## config.mk

```make
export PLATFORM = sky130hd
export DESIGN_NAME = wb_port_arbiter
export DESIGN_NICKNAME = d
export VERILOG_FILES = /design/src/rtl/wb_port_arbiter_pkg.sv /design/src/rtl/wb_port_arbiter_result_fifo.sv /design/src/rtl/wb_port_arbiter.sv
export SDC_FILE = /design/constraint.sdc
export NUM_CORES = 1
export LEC_CHECK = 0
export ABC_AREA = 1
export BUFFER_PORTS_ARGS = -buffer_cell sky130_fd_sc_hd__buf_2
export CORE_ASPECT_RATIO = 1.1
export CORE_MARGIN = 5
export CORE_UTILIZATION = 50
export CTS_CLUSTER_SIZE = 30
export DETAILED_ROUTE_END_ITERATION = 7
export GPL_ROUTABILITY_DRIVEN = 1
export HOLD_SLACK_MARGIN = 0.08
export PLACE_DENSITY = 0.78
export SYNTH_ARGS = -nofsm -noshare
export SYNTH_HDL_FRONTEND = slang
export SYNTH_SLANG_ARGS = --single-unit
```

## constraint.sdc

```tcl
create_clock -name clk -period 3.55 [get_ports clk]
set_clock_uncertainty 0.05 [all_clocks]
set_input_delay 0.71 -clock clk [delete_from_list [all_inputs] [get_ports clk]]
set_output_delay 0.71 -clock clk [all_outputs]
set_load 0.05 [all_outputs]
```

## src/rtl/wb_port_arbiter_pkg.sv

```systemverilog
// Shared definitions for the register-file write-port arbiter.
package wb_port_arbiter_pkg;

    localparam int REG_W = 5;
    localparam logic [REG_W-1:0] X0 = '0;

    typedef enum logic [1:0] {
        IDLE   = 2'd0,
        PEND   = 2'd1,
        STARVE = 2'd2
    } arb_state_e;

    // Writeback value-select encodings shared with the writeback stage.
    typedef enum logic [1:0] {
        WB_SEL_ALU = 2'd0,
        WB_SEL_MEM = 2'd1,
        WB_SEL_PC4 = 2'd2,
        WB_SEL_CSR = 2'd3
    } wb_vald_sel_e;

endpackage

```

## src/rtl/wb_port_arbiter_result_fifo.sv

```systemverilog
// Small synchronous FIFO holding {rd, data} MDU results awaiting a write-port slot.
module wb_result_fifo
    import wb_port_arbiter_pkg::*;
#(
    parameter int WIDTH = 32,
    parameter int DEPTH = 2
) (
    input  logic                     clk,
    input  logic                     rst_n,
    input  logic                     push,
    input  logic [REG_W-1:0]         push_rd,
    input  logic [WIDTH-1:0]         push_data,
    input  logic                     pop,
    output logic                     full,
    output logic                     empty,
    output logic [$clog2(DEPTH):0]   count,
    output logic [REG_W-1:0]         head_rd,
    output logic [WIDTH-1:0]         head_data
);

    localparam int AW = $clog2(DEPTH);

    logic [REG_W-1:0] rd_mem   [DEPTH];
    logic [WIDTH-1:0] data_mem [DEPTH];
    logic [AW-1:0]    wr_ptr;
    logic [AW-1:0]    rd_ptr;
    logic [AW:0]      cnt;

    // Entry storage; contents are meaningless while empty so they are not reset.
    always_ff @(posedge clk) begin
        if (push) begin
            rd_mem[wr_ptr]   <= push_rd;
            data_mem[wr_ptr] <= push_data;
        end
    end

    // Pointers wrap naturally because DEPTH is a power of two.
    always_ff @(posedge clk) begin
        if (!rst_n) begin
            wr_ptr <= '0;
            rd_ptr <= '0;
            cnt    <= '0;
        end else begin
            if (push) wr_ptr <= wr_ptr + AW'(1);
            if (pop)  rd_ptr <= rd_ptr + AW'(1);
            case ({push, pop})
                2'b10:   cnt <= cnt + (AW+1)'(1);
                2'b01:   cnt <= cnt - (AW+1)'(1);
                default: cnt <= cnt;
            endcase
        end
    end

    assign full      = (cnt == (AW+1)'(DEPTH));
    assign empty     = (cnt == '0);
    assign count     = cnt;
    assign head_rd   = rd_mem[rd_ptr];
    assign head_data = data_mem[rd_ptr];

endmodule

```

## src/rtl/wb_port_arbiter.sv

```systemverilog
// Register-file write-port arbiter: pipeline writeback first, queued MDU results fill idle slots.
module wb_port_arbiter
    import wb_port_arbiter_pkg::*;
#(
    parameter int WIDTH        = 32,
    parameter int DEPTH        = 2,
    parameter int STARVE_LIMIT = 8
) (
    input  logic             clk,
    input  logic             rst_n,
    input  logic             wb_reg_wen_i,
    input  logic [REG_W-1:0] wb_rd_i,
    input  logic [WIDTH-1:0] wb_data_i,
    input  logic             mdu_issue_i,
    input  logic [REG_W-1:0] mdu_issue_rd_i,
    input  logic             mdu_valid_i,
    input  logic [REG_W-1:0] mdu_rd_i,
    input  logic [WIDTH-1:0] mdu_data_i,
    output logic             mdu_ready_o,
    output logic             rf_wen_o,
    output logic [REG_W-1:0] rf_rd_o,
    output logic [WIDTH-1:0] rf_wdata_o,
    output logic             wb_bubble_req_o,
    output logic [31:0]      busy_o
);

    localparam int CW = $clog2(DEPTH) + 1;
    localparam int SW = $clog2(STARVE_LIMIT) + 1;

    logic             pipe_wr;
    logic             accept;
    logic             enq;
    logic             grant;
    logic             full;
    logic             empty;
    logic [CW-1:0]    count;
    logic [REG_W-1:0] head_rd;
    logic [WIDTH-1:0] head_data;

    arb_state_e       state;
    arb_state_e       state_nxt;
    logic [SW-1:0]    starve_cnt;
    logic [SW-1:0]    starve_cnt_nxt;
    logic [31:0]      busy;
    logic [31:0]      busy_nxt;

    function automatic logic [SW-1:0] sat_inc(input logic [SW-1:0] v);
        return (&v) ? v : v + SW'(1);
    endfunction

    // Grant is held off during reset so nothing from the FIFO lands at the reset edge.
    assign pipe_wr     = wb_reg_wen_i && (wb_rd_i != X0);
    assign mdu_ready_o = !full;
    assign accept      = mdu_valid_i && mdu_ready_o;
    assign enq         = accept && (mdu_rd_i != X0);
    assign grant       = rst_n && !pipe_wr && !empty;

    wb_result_fifo #(
        .WIDTH (WIDTH),
        .DEPTH (DEPTH)
    ) u_fifo (
        .clk       (clk),
        .rst_n     (rst_n),
        .push      (enq),
        .push_rd   (mdu_rd_i),
        .push_data (mdu_data_i),
        .pop       (grant),
        .full      (full),
        .empty     (empty),
        .count     (count),
        .head_rd   (head_rd),
        .head_data (head_data)
    );

    // Write-port mux: pipeline slot, else FIFO head, else an all-zero idle slot.
    always_comb begin
        rf_wen_o   = 1'b0;
        rf_rd_o    = X0;
        rf_wdata_o = '0;
        if (pipe_wr) begin
            rf_wen_o   = 1'b1;
            rf_rd_o    = wb_rd_i;
            rf_wdata_o = wb_data_i;
        end else if (grant) begin
            rf_wen_o   = 1'b1;
            rf_rd_o    = head_rd;
            rf_wdata_o = head_data;
        end
    end

    // Starvation FSM next-state; the last entry leaving with no refill returns to IDLE.
    always_comb begin
        state_nxt      = state;
        starve_cnt_nxt = starve_cnt;
        case (state)
            IDLE: begin
                starve_cnt_nxt = '0;
                if (enq) state_nxt = PEND;
            end
            PEND: begin
                if (grant) begin
                    starve_cnt_nxt = '0;
                    if (count == CW'(1) && !enq) state_nxt = IDLE;
                end else begin
                    starve_cnt_nxt = sat_inc(starve_cnt);
                    if (starve_cnt == SW'(STARVE_LIMIT - 1)) state_nxt = STARVE;
                end
            end
            STARVE: begin
                if (grant) begin
                    starve_cnt_nxt = '0;
                    state_nxt      = (count != CW'(1) || enq) ? PEND : IDLE;
                end else begin
                    starve_cnt_nxt = sat_inc(starve_cnt);
                end
            end
            default: begin
                state_nxt      = IDLE;
                starve_cnt_nxt = '0;
            end
        endcase
    end

    // Pending-write scoreboard: grant clears, a newer issue to the same rd wins.
    always_comb begin
        busy_nxt = busy;
        if (grant) busy_nxt[head_rd] = 1'b0;
        if (mdu_issue_i && mdu_issue_rd_i != X0) busy_nxt[mdu_issue_rd_i] = 1'b1;
        busy_nxt[0] = 1'b0;
    end

    // State, starve counter and scoreboard registers.
    always_ff @(posedge clk) begin
        if (!rst_n) begin
            state      <= IDLE;
            starve_cnt <= '0;
            busy       <= '0;
        end else begin
            state      <= state_nxt;
            starve_cnt <= starve_cnt_nxt;
            busy       <= busy_nxt;
        end
    end

    assign wb_bubble_req_o = (state == STARVE);
    assign busy_o          = busy;

endmodule

```

==> impl_results.md <==
- Status: completed
- Main area contributors after synthesis: edfxtp_1 (44%), dfxtp_1 (16%), mux2_2 (7.1%)
- Crit share post-route: 0.862
- Initial Util: 0.513
- Adder-cell share of the synthesized area: 0.0221
- Worst path top cell family by delay: buffers and inverters
- DP Cell Count: 705
- Wire per inst: 17.4 um
- Most common library cells after synthesis: edfxtp_1 (74), nand2_1 (57), dfxtp_1 (42)
- Sequential share of the synthesized area: 0.601
- Tot GR Track Use: 0.213
- Synth Area in Compound Gates: 0.157
- Hpwl dp: 9140 um
- Final Hold Vio Count: 0
- Worst slew pin tran: 0.609 ns
- Area leader, netlist: edfxtp_1
- Simple-gate share of the synthesized area: 0.106
- Area grow syn2layout: 28.8%
- FILL cells: 731
- Worst Path Required: 2.79 ns
- Cell Area, Placed: 6020 um2
- Cell variety after synth: 35
- YS warnings: 0
- Fmax: 327 MHz
- Boundary pin count: 156
- Cells after synthesis: 442
- Most used cell, CP: buf_2
- Final nets: 697
- Max IR drop VDD: 0.000465 V
- Vias in the first global route: 4,144
- Seq cells post-synth: 116
- Clock-pin slew of the registers on the worst-case setup and hold paths: 0.05 ns
- CTS tree: yes
- Full die area: 12,300 um2
- ANT nets after route: 0
- Slew HR: 0.592
- Initial DRC count: 439
- Row count: 38
- Final cell count without fillers: 738
- DR pass1 iterations: 5
- Root buffer cell: clkbuf_8
- Routed vias: 4,113
- Mux cell area share after synthesis: 0.0707
- Hold slack: 0.335 ns
- Synthesized cell area: 5100 um2
- Final setup viols: 0
- Worst path buffer plus inverter count: 3
- Final Cell Area: 6570 um2
- Synth top area share: 0.436
- Top FF cell, synth: edfxtp_1
- GP Congestion: 0.845
- Max Root-Sink Buffers: 2
- Largest net degree at the start of global routing: 34
- Critical path class: input port to primary output
- Crit end category: primary output
- CP Launch Type: input port
- Slowest-stage cell, CP: a21boi_4
- Die Height: 116 um
- Setup TNS: 0 ns
- WL final: 12,900 um
- Layout cell share with drive strength beyond 1: 0.400
- Vias per Instance: 5.57
- CTS resizes: 0
- CP cell instances: buf_2 > nor2_1 > nand3_4 > a21boi_4 > buf_12 > a32o_1 > buf_2
- Worst Path Arrival: 2.30 ns
- Unrepaired setup endpoints after global routing: false
- Initial antenna violation count: 0
- CTS Sinks: 116
- First-pass GRT wire length: 20,100 um
- Mean post-synth cell area: 11.5 um2
- Leakage power: 2.71 nW
- # hold bufs at CTS: 0
- Largest family of logic cells by synthesized area: compound AO/OA/AOI/OAI gates
- Hold Crit Class: input port to flip-flop
- Post-layout util: 0.661
- Synthesized net count: 535
- Die X-Extent: 106 um
- Crit path time final: 3.06 ns
- Total gr overflow: 0
- TritonCTS buffer count: 17
- Crit path largest cell delay: 0.31 ns
- Max-slew violations: 0
- R2R setup slack: 1.26 ns
- Xor and xnor area share after synthesis: 0.00343
- Post-synth EDFFs: 74
- Max_cap viols: 0
- Buffers on Ports: 154
- Worst skew pair latency: 0.51 ns
- Ys async rst share: 0
- CORE AREA: 9940 um2
- # Post-CTS Setup Buffers: 0
- H-tree lvl count: 4
- Most common cell in the netlist: edfxtp_1
- PwrDens: 622 nW/um2
- Drt drc: 0
- Crit-path max FO: 32
[stage by stage]
| step | power [mW] | setup WS (ns) |
|---|---|---|
| after floorplan | 2.31 | 0.362 |
| after global placement | 2.52 | 0.581 |
| after detailed placement | 2.55 | 0.504 |
| after CTS | 4.10 | 0.495 |
| after global routing | 4.25 | 0.388 |
| final | 4.08 | 0.488 |
[layout make-up]
| type | instances | area [um2] | share of cell area |
|---|---|---|---|
| sequential | 116 | 3060 | 0.467 |
| multi-input combinational | 279 | 1850 | 0.281 |
| timing repair buffer | 162 | 856 | 0.130 |
| clock buffer | 21 | 429 | 0.0653 |
| tap | 120 | 150 | 0.0229 |
| clock inverter | 11 | 113 | 0.0171 |
| inverter | 28 | 105 | 0.0160 |
| antenna | 1 | 2.50 | 0.000381 |
[layer usage]
layer	vias to the layer above	share of wire	GRT usage
li1	1942	-	-
met2	178	0.50	0.369
met3	29	0.082	0.0540
met5	-	0	0
met4	0	0.027	0.107
met1	1964	0.39	0.246
[sequential cells by signal, summed over array words and instances, names as in the netlist, named ones only]
signal,flops
u_fifo.data_mem,64
busy_o,31
u_fifo.rd_mem,10
starve_cnt,4
state,2
u_fifo.count,2
u_fifo.rd_ptr,1
u_fifo.wr_ptr,1
[kinds of logic after synthesis]
logic type / count (synthesis)
simple gates: 115
fa+ha+maj: 9
xor+xnor: 2
flops: 116
compound gates: 120
mux: 32
buf+inv: 47
other cells: 1
[worst paths after layout]
check | start | end | cells past startpoint
min | mdu_data_i[5] | u_fifo.data_mem[0][5]$_DFFE_PP_ | 1
max | wb_rd_i[2] | rf_wdata_o[22] | 7
max reg2reg | u_fifo.count[0]$_SDFFE_PN0P_ | u_fifo.data_mem[0][30]$_DFFE_PP_ | 6
min reg2reg | u_fifo.rd_ptr$_SDFFE_PN0P_ | u_fifo.rd_ptr$_SDFFE_PN0P_ | 1
[power by group]
group	switching [mW]	leakage (nW)	total [mW]	internal, mW
Clock	0.565	0.263	1.55	0.987
Sequential	0.0489	1.03	1.62	1.57
Combinational	0.619	1.42	0.908	0.289
Total	1.23	2.71	4.08	2.85
[worst register-to-register path: stages (launching register included)]
cell and delay, ns:
dfxtp_1 0.35, inv_1 0.09, ha_1 0.25, nor2_1 0.19, nand2_1 0.21, nor2_4 0.39
buf_4 0.42
[layout by cell type (no fill, tap or decap), types with 3 or more instances in the layout]
cell       Yosys  final
buf_2          7    154
edfxtp_1      74     74
nand2_1       57     57
a21oi_1       41     41
dfxtp_1       42     41
mux2_2        32     32
a32o_1        32     32
o21ai_1       31     31
nor2_1        28     26
inv_1         26     26
clkbuf_16      0     16
nand2_2        9      9
ha_1           9      9
o21ai_0        8      8
nand3_1        7      7
buf_4          1      6
clkinv_2       0      5
o21ai_2        4      4
clkbuf_1       9      4
nor3_1         3      3
Power figures use the tool's default switching activity.
